## src/rtl/countdown_timer.sv

```systemverilog
// rtl/countdown_timer.sv - loadable countdown timer with one-cycle done pulse and saturating expiry counter
// Build option COUNTDOWN_AUTO_RELOAD_EN: periodic mode, reloading the last start value on each expiry.
module countdown_timer #(
   parameter int WIDTH = 4,
   parameter int CNT_W = 8
) (
   input  logic             clk,
   input  logic             rst_n,
   input  logic             load_valid,
   input  logic [WIDTH-1:0] load_value,
   output logic             load_ready,
   input  logic             enable,
   input  logic             abort,
   output logic [WIDTH-1:0] count,
   output logic             busy,
   output logic             done,
   output logic [CNT_W-1:0] expire_cnt
);

   typedef enum logic [1:0] {IDLE, RUN, DONE} state_t;

   state_t           state;
   logic             borrow;
   logic [CNT_W-1:0] expire_next;
`ifdef COUNTDOWN_AUTO_RELOAD_EN
   logic [WIDTH-1:0] reload_value;
`endif

   assign load_ready  = (state == IDLE) && !abort;
   assign busy        = (state != IDLE);
   // Borrow of count - 1 ends the run instead of letting the register wrap.
   assign borrow      = (count == '0);
   assign expire_next = (expire_cnt == {CNT_W{1'b1}}) ? expire_cnt : expire_cnt + CNT_W'(1);

   always_ff @(posedge clk or negedge rst_n) begin
      if (!rst_n) begin
         state      <= IDLE;
         count      <= '0;
         done       <= 1'b0;
         expire_cnt <= '0;
`ifdef COUNTDOWN_AUTO_RELOAD_EN
         reload_value <= '0;
`endif
      end else begin
         done <= 1'b0;
         case (state)
            IDLE: begin
               if (load_valid && load_ready) begin
                  count <= load_value;
                  state <= RUN;
`ifdef COUNTDOWN_AUTO_RELOAD_EN
                  reload_value <= load_value;
`endif
               end
            end
            RUN: begin
               if (abort) begin
                  state <= IDLE;
                  count <= '0;
               end else if (enable) begin
                  if (!borrow) begin
                     count <= count - WIDTH'(1);
                  end else begin
                     done       <= 1'b1;
                     expire_cnt <= expire_next;
`ifdef COUNTDOWN_AUTO_RELOAD_EN
                     count <= reload_value;
`else
                     state <= DONE;
`endif
                  end
               end
            end
            DONE: begin
               state <= IDLE;
               count <= '0;
            end
            default: state <= IDLE;
         endcase
      end
   end

endmodule

```

## config.mk

```make
export PLATFORM = sky130hd
export DESIGN_NAME = countdown_timer
export DESIGN_NICKNAME = d
export VERILOG_FILES = /design/src/rtl/countdown_timer.sv
export SDC_FILE = /design/constraint.sdc
export NUM_CORES = 1
export LEC_CHECK = 0
export BUFFER_PORTS_ARGS = -buffer_cell sky130_fd_sc_hd__buf_4
export CORE_MARGIN = 4
export CORE_UTILIZATION = 54
export CTS_CLUSTER_DIAMETER = 150
export DETAILED_ROUTE_END_ITERATION = 16
export HOLD_SLACK_MARGIN = 0.15
export MAX_ROUTING_LAYER = met4
export PLACE_DENSITY = 0.82
export SYNTH_ARGS = -nofsm -noshare
export SYNTH_HDL_FRONTEND = slang
export SYNTH_SLANG_ARGS = --single-unit
```

## constraint.sdc

```tcl
create_clock -name clk -period 4.5 [get_ports clk]
set_input_delay 0.45 -clock clk [delete_from_list [all_inputs] [get_ports clk]]
set_output_delay 0.45 -clock clk [all_outputs]
set_load 0.1 [all_outputs]
```

* Word level (Yosys, flattened, before mapping)
Index checks and enable logic that the tools add are counted.
** Operators by class
- $add $sub $neg :: 2
- Bitwise gates (word level) :: 2
- Mux-type cells :: 14
- Equal/unequal tests :: 7
- Reductions and logical operators :: 10
** Operators with widths (number)
- $mux W4 :: 4
- $pmux W4 S3 :: 1
- $ne A3 B3 Y1 const B :: 3
- $add A8 B1 Y8 const B :: 1
- $eq A8 B8 Y1 const B :: 1
- $mux W2 :: 4
- $reduce_and A5 Y1 :: 1
- $logic_not A4 Y1 :: 1
- $mux W1 :: 4
- $pmux W2 S2 :: 1
- $reduce_and A4 Y1 :: 1
- $sub A4 B1 Y4 const B :: 1
- $reduce_and A3 Y1 :: 1
- $reduce_bool A3 Y1 :: 1
- $eq A2 B1 Y1 const B :: 1
- $eq A2 B2 Y1 const B :: 1
- $logic_and A1 B1 Y1 :: 2
- $logic_not A2 Y1 :: 1
- $ne A2 B1 Y1 const B :: 1
- $not A1 Y1 :: 2
- $reduce_bool A2 Y1 :: 1
- $logic_not A1 Y1 :: 1
** Word-level totals
- Bits in registers :: 15
- Output and inout bits :: 15
- Input port bits :: 9
- Word-level logic and storage cells :: 39

* Logic depth before layout (Yosys ltp)
Gate-level depths: netlist of run 1.
- Depth in word-level cells :: 5
- Gate-level depth with buffers :: 7
- Depth with buffers taken out :: 7

* Least setup slack after synthesis of run 1
OpenSTA, ideal clock, no wires.
- Kind :: flip-flop to output port
- Start :: reg state[0]
- End :: out load_ready
- Cell stages (with the launch flop) :: 5
- Required time :: 4.050 ns
- Setup slack :: 1.615 ns
- Path buffers :: 0
- Data arrival time :: 2.435 ns
- Cells stage by stage :: dfrtp_1 > inv_1 > ha_1 > inv_1 > nor2_1
** On the way
- Cells in the longest elaborated chain, start to end :: 2
** RTL lines
- start, declared :: RTL line 22 : state_t state;
- start signal, assigned :: RTL line 37 : state <= IDLE;
- start signal, assigned :: RTL line 50 : state <= RUN;
- start signal, assigned :: RTL line 58 : state <= IDLE;
- $logic_not A2 Y1 :: RTL line 29 : assign load_ready = (state == IDLE) && !abort;
- $logic_and A1 B1 Y1 :: RTL line 29
- end, declared :: RTL line 11 : output logic load_ready,
No other way between the ends.

* Worst setup path after layout of run 1
- Start :: reg state[1]
- End :: out load_ready
Same word-level chain as after synthesis.

==> results of run 1 <==
[final cells by class]
| type | count | share of cell area, % |
|---|---|---|
| Timing Repair Buffer | 24 | 16.5 |
| Inverter | 14 | 4.74 |
| Multi-Input combinational cell | 60 | 40.7 |
| Tap cell | 16 | 1.80 |
| Sequential cell | 15 | 33.8 |
| Clock buffer | 3 | 2.03 |
| Clock inverter | 1 | 0.451 |
[flip-flops by register name, summed over array words and instances (netlist names)]
signal / count
expire_cnt: 8
count: 4
state: 2
done: 1
[per-stage QoR]
step                      worst slack, ns  hold WS, ns  utilization [%]
after CTS                            2.57        0.414             72.8
after floorplan                      1.61        0.154                -
after global routing                 2.47        0.442             72.8
final                                2.60        0.421             72.8
after detailed placement             2.79        0.314             70.4
after global placement               2.84        0.312             70.4
[metal layers]
| metal | vias up | global-route usage, % | wire length [µm] |
|---|---|---|---|
| met1 | 364 | 20.5 | 766 |
| met4 | 0 | 5.53 | 25 |
| met5 | - | - | 0 |
| met3 | 4 | 3.99 | 49 |
| li1 | 362 | - | - |
| met2 | 13 | 28.7 | 908 |
[synthesized netlist by cell type]
cell type   n
o211ai_1    2
nor4_2      1
mux2_2      5
nor2b_1     1
a41oi_1     1
nand2b_1    1
nor2_1      2
o21ai_0     3
xnor2_1     3
ha_1        7
and2_1      1
or3_1       1
o32a_1      1
dfrtp_1    15
nor3b_1     1
and4bb_1    1
o2bb2ai_1   2
xor2_1      2
inv_1      14
nand2_1     8
o211ai_2    1
and2b_4     1
nand3_1     3
a21oi_1     5
nand4_1     2
o22ai_1     2
nor3_1      3
[logic make-up (layout without fill, tap and decap cells)]
| group | count (synthesis) | after routing | synth area share (%) |
|---|---|---|---|
| AO/OA/AOI/OAI | 17 | 17 | 13.2 |
| buffers and inverters | 14 | 42 | 5.97 |
| multiplexers | 5 | 5 | 6.40 |
| adder cells (fa/ha/maj) | 7 | 7 | 9.96 |
| AND/OR/NAND/NOR | 26 | 26 | 16.8 |
| XOR/XNOR | 5 | 5 | 4.98 |
| flip-flops | 15 | 15 | 42.7 |
[critical path, delay by kind of cell (launching register included)]
family / cells / cell delay [ns]
adder cells (fa/ha/maj): 1 / 0.20
buffers and inverters: 3 / 0.47
flip-flops: 1 / 0.40
AND/OR/NAND/NOR: 1 / 0.09
[cell usage in the layout (no fill, tap or decap), types with 2 or more instances in the layout]
cell type	Yosys	final
buf_4	0	23
dfrtp_1	15	15
inv_1	14	14
nand2_1	8	8
ha_1	7	7
mux2_2	5	5
a21oi_1	5	5
nand3_1	3	3
nor3_1	3	3
o21ai_0	3	3
xnor2_1	3	3
clkbuf_4	0	3
nor2_1	2	2
nand4_1	2	2
o22ai_1	2	2
o211ai_1	2	2
o2bb2ai_1	2	2
xor2_1	2	2
[final timing paths]
path / to / slack, ns / cells after the start
max reg2reg: count[0] / 2.76 / 6
min in group asynchronous: expire_cnt[5] / 0.55 / 2
min reg2reg: expire_cnt[6] / 0.52 / 1
max: load_ready / 2.60 / 5
min: state[1] / 0.42 / 3
max in group asynchronous: count[2] / 3.78 / 2
[what timing repair did]
| item | CTS | global route |
|---|---|---|
| hold buffers | 1 | 0 |
| buffers inserted | 0 | 0 |
| endpoints found under the hold margin | 15 | 0 |
==> summary.md, run 1 <==
| Metric | Value |
|---|---|
| Non-filler cells, final | 133 |
| Die area | 2340 µm² |
| # DRC | 0 |
| Final setup vio count | 0 |
| Fillcell total | 132 |
| DRT Wirelength | 1750 µm |
| Largest net degree at the start of global routing | 16 |
| Cell-by-cell trace of the critical path | inv_1, ha_1, inv_1, nor2_1, buf_4 |
| HP Start | load_valid |
| Worst path max stage delay | 0.40 ns |
| Total gr overflow | 0 |
| Antenna cell count | 0 |
| Syn nets | 105 |
| # rows | 14 |
| Cell Count Post-Placement | 128 |
| Area leader, netlist | dfrtp_1 |
| Gp weighted congestion | 0.845 |
| Post-Syn Instances | 89 |
| Yosys top cell area share | 42.7% |
| Clock sink total | 15 |
| Final hold violations | 0 |
| Gr usage total | 17.3% |
| Number of distinct library cells after synthesis | 27 |
| Clock root buffer | clkbuf_4 |
| Post-synthesis sequential area ratio | 42.7% |
| Core ar. | 1520 µm² |
| Beginning of the critical path | state[1] |
| Kind of end point of the critical path | output pin |
| Slowest stage cell on the critical path | dfrtp_1 |
| Number of global-route vias before repair | 740 |
| Synthesized area per cell | 9.88 µm² |
| Initial Utilization | 57.7% |
| CP Class | reg2out |
| Post-route clock skew | 0.00283 ns |
| H-tree depth | 1 |
| First-pass GRT wire length | 3200 µm |
| Routed Antenna Nets | 0 |
| Layout cell share with drive strength beyond 1 | 29.9% |
| Worst R2R Start | count[0] |
| Status | complete, no violations |
| Min cycle time layout | 1.90 ns |
| Crit path DAT | 1.45 ns |
| Clock transition at the registers of the reported paths | 0.09 ns |
| Setup TNS | 0 ns |
| Area of the multi-input gates | 452 µm² |
| Routed vias/inst | 5.59 |
| Area growth syn-to-layout | 26.2% |
| Crit share post-route | 42.2% |
| Avg WL per Cell | 13.2 µm |
| Ys Warns | 0 |
| Chip Width | 48.4 µm |
| Worst Setup Start Kind | flop |
| Final Slew Violations | 0 |
| Mapped Area | 880 µm² |
| Max Fclk | 0.526 GHz |
| Area after DPL | 1070 µm² |
| CP Max Fanout | 3 |
| # nets final | 134 |
| # Max-Cap Violations | 0 |
| FF/Latch Area | 375 µm² |
| Worst EP required | 4.05 ns |
| Worst hold path class | in2reg |
| Area contributors post-synth | dfrtp_1 43%, ha_1 10%, mux2_2 6.4%, inv_1 6.0%, nand2_1 3.4% |
| Num CTS Buffers | 3 |
| RSZ-0062 raised after global routing | no |
| Drt pass-1 iters | 4 |
| Initial antenna violation count | 0 |
| Post-DP HPWL | 1420 µm |
| Seq cells post-synth | 15 |
| Clock Path Buffers | 2 |
| I/O Buffers | 23 |
| Post-CTS Resized | 0 |
| Layout Cell Area excl Fill | 1110 µm² |
| Boundary pin count | 24 |
| CTS tree | built |
| Initial drt markers | 8 |
| Most Frequent Cell on Critical Path | inv_1 |
| Rel. slew slack | 78.5% |
| Worst Max-Slew Pin Slew | 0.320 ns |
| Skew-Pair Late Insertion Delay | 0.28 ns |
| Via count | 743 |
| Die H | 48.4 µm |
Power of run 1 is left out: the tool's default activity adds up to more than one toggle a clock period on the data nets, which glitch-free logic cannot reach.
==> run 2: changes to the inputs <==
--- a/config.mk
+++ b/config.mk
@@ -7,12 +7,12 @@
 export LEC_CHECK = 0
 export BUFFER_PORTS_ARGS = -buffer_cell sky130_fd_sc_hd__buf_4
 export CORE_MARGIN = 4
-export CORE_UTILIZATION = 54
+export CORE_UTILIZATION = 50
 export CTS_CLUSTER_DIAMETER = 150
 export DETAILED_ROUTE_END_ITERATION = 16
 export HOLD_SLACK_MARGIN = 0.15
 export MAX_ROUTING_LAYER = met4
-export PLACE_DENSITY = 0.82
+export PLACE_DENSITY = 0.77
 export SYNTH_ARGS = -nofsm -noshare
 export SYNTH_HDL_FRONTEND = slang
 export SYNTH_SLANG_ARGS = --single-unit
==> constraint.sdc (replaced) <==
create_clock -name clk -period 1.8 [get_ports clk]
set_input_delay 0.18 -clock clk [delete_from_list [all_inputs] [get_ports clk]]
set_output_delay 0.18 -clock clk [all_outputs]
set_load 0.1 [all_outputs]
==> run 2 against run 1 <==
Effect of this change: final cell count is 1.5% higher; routed wire length rose by 3.0%; non-clock buffer count is 2 higher; sequential cell count did not move; die area is 6.6% higher; count of clock-buffer cells in the layout rose by 1; first-iteration DRC count is 75% lower; sequential share of layout area grew 0.51 points; cell area grew 5.1%; critical path depth up 1; register-to-register slack worse by 2.7 ns; worst hold slack got worse by 0.13 ns.
==> summary.md, run 2 (synthesis results as in run 1) <==
| Metric | Value |
|---|---|
| # Max-Cap Violations | 0 |
| Chip Width | 49.9 µm |
| Total gr overflow | 0 |
| Crit path DAT | 1.90 ns |
| Kind of end point of the critical path | flop |
| Max Fclk | 0.576 GHz |
| Post-CTS setup repair buffer count | 0 |
| Die H | 49.9 µm |
| Worst Setup Start Kind | flop |
| Gr usage total | 16.4% |
| Final setup vio count | 0 |
| Worst EP required | 1.96 ns |
| Worst hold path class | in2async |
| Top Layer Used | met3 |
| Antenna cell count | 0 |
| Die area | 2490 µm² |
| Placement Setup Slack | 0.0864 ns |
| Largest regs | expire_cnt (8), count (4), state (2) |
| Max FFs per register | 8 |
| RSZ-0062 raised after global routing | no |
| Clock root buffer | clkbuf_4 |
| Layout cell share with drive strength beyond 1 | 43.7% |
| # rows | 14 |
| CP Max Fanout | 5 |
| H-tree depth | 1 |
| Gp weighted congestion | 0.839 |
| Wl on met1 | 788 µm |
| I/O Buffers | 23 |
| Routed Antenna Nets | 0 |
| Met2 WL post-DR | 934 µm |
| Via count | 729 |
| Most frequent cells in the layout | 24 x buf_4, 12 x inv_1, 8 x dfrtp_2 |
| Met3 WL | 79 µm |
| Rel. slew slack | 79.0% |
| Most flops, register | expire_cnt |
| Final Slew Violations | 0 |
| Drt pass-1 iters | 4 |
| Core ar. | 1580 µm² |
| Boundary pin count | 24 |
| Setup WS post-layout | 0.0632 ns |
| DRT Wirelength | 1800 µm |
| Post-route clock skew | 0.00182 ns |
| Crit share post-route | 96.5% |
| Status | complete, no violations |
| CTS tree | built |
| Min cycle time layout | 1.74 ns |
| Post-DP HPWL | 1440 µm |
| CP Class | reg2reg |
| Initial drt markers | 2 |
| # nets final | 136 |
| Skew-Pair Late Insertion Delay | 0.27 ns |
| Commonest non-fill, non-tap cell in the layout | buf_4 |
| Worst Max-Slew Pin Slew | 0.312 ns |
| Final hold violations | 0 |
| Num CTS Buffers | 3 |
| Initial Utilization | 55.8% |
| Area growth syn-to-layout | 32.6% |
| Initial antenna violation count | 0 |
| Largest net degree at the start of global routing | 16 |
| # DRC | 0 |
| Number of global-route vias before repair | 700 |
| Routed vias/inst | 5.40 |
| Clock Path Buffers | 2 |
| Clock transition at the registers of the reported paths | 0.08 ns |
| Avg WL per Cell | 13.4 µm |
| Clock sink total | 15 |
| First-pass GRT wire length | 3040 µm |
[run 2: cell count changes in the layout (fill, tap and decap cells not counted), sizes merged]
cell and delta:
buf +1, clkbuf +1, dlygate4sd3 +1, clkinv -1
[run 2: final timing paths]
path,from,end,slack (ns),depth (start not counted)
worst min-delay path,rst_n,state[0],0.30,2
min in group clk,load_value[2],count[2],0.30,4
worst max-delay path,count[0],count[1],0.06,6
worst max register to register,count[0],count[1],0.06,6
worst min register to register,expire_cnt[6],expire_cnt[6],0.50,1
max in group asynchronous,rst_n,count[0],1.31,2
[run 2: metrics by stage]
step	hold slack, ns	setup TNS, ns	area (µm²)	utilization (%)	cells
detailed placement	0.0405	0	1120	71.0	129
global placement	0.0411	0	1120	71.0	129
CTS	0.284	0	1170	74.0	135
finish	0.296	0	1170	74.0	135
global route	0.286	0	1170	74.0	135
floorplan	-0.116	-0.0693	920	-	89
[run 2: routing by layer]
metal,global-route usage [%],vias to the layer above
li1,-,372
met3,5.72,0
met5,-,-
met2,28.6,14
met4,1.38,0
met1,18.7,343
[run 2: repair_timing]
action / 4_1_cts / 5_1_grt
endpoints found under the setup margin: 0 / 1
hold buffers: 2 / 0
resized for setup: 0 / 0
endpoints found under the hold margin: 16 / 0
[run 2: area by class of cell]
cell class | instances | area [µm²]
Timing Repair Buffer | 26 | 200
Inverter | 14 | 52.6
Sequential cell | 15 | 400
Multi-Input combinational cell | 60 | 467
Tap cell | 16 | 20.0
Clock buffer | 4 | 26.3
Fill cell | 125 | 410
[run 2: worst max-delay path: stages (launching register included)]
cell	delay [ns]
dfrtp_4	0.50
inv_2	0.07
ha_1	0.15
nor3b_1	0.25
o21ai_1	0.14
nand2_1	0.16
mux2_2	0.36
Power of run 2 is left out for the same reason.
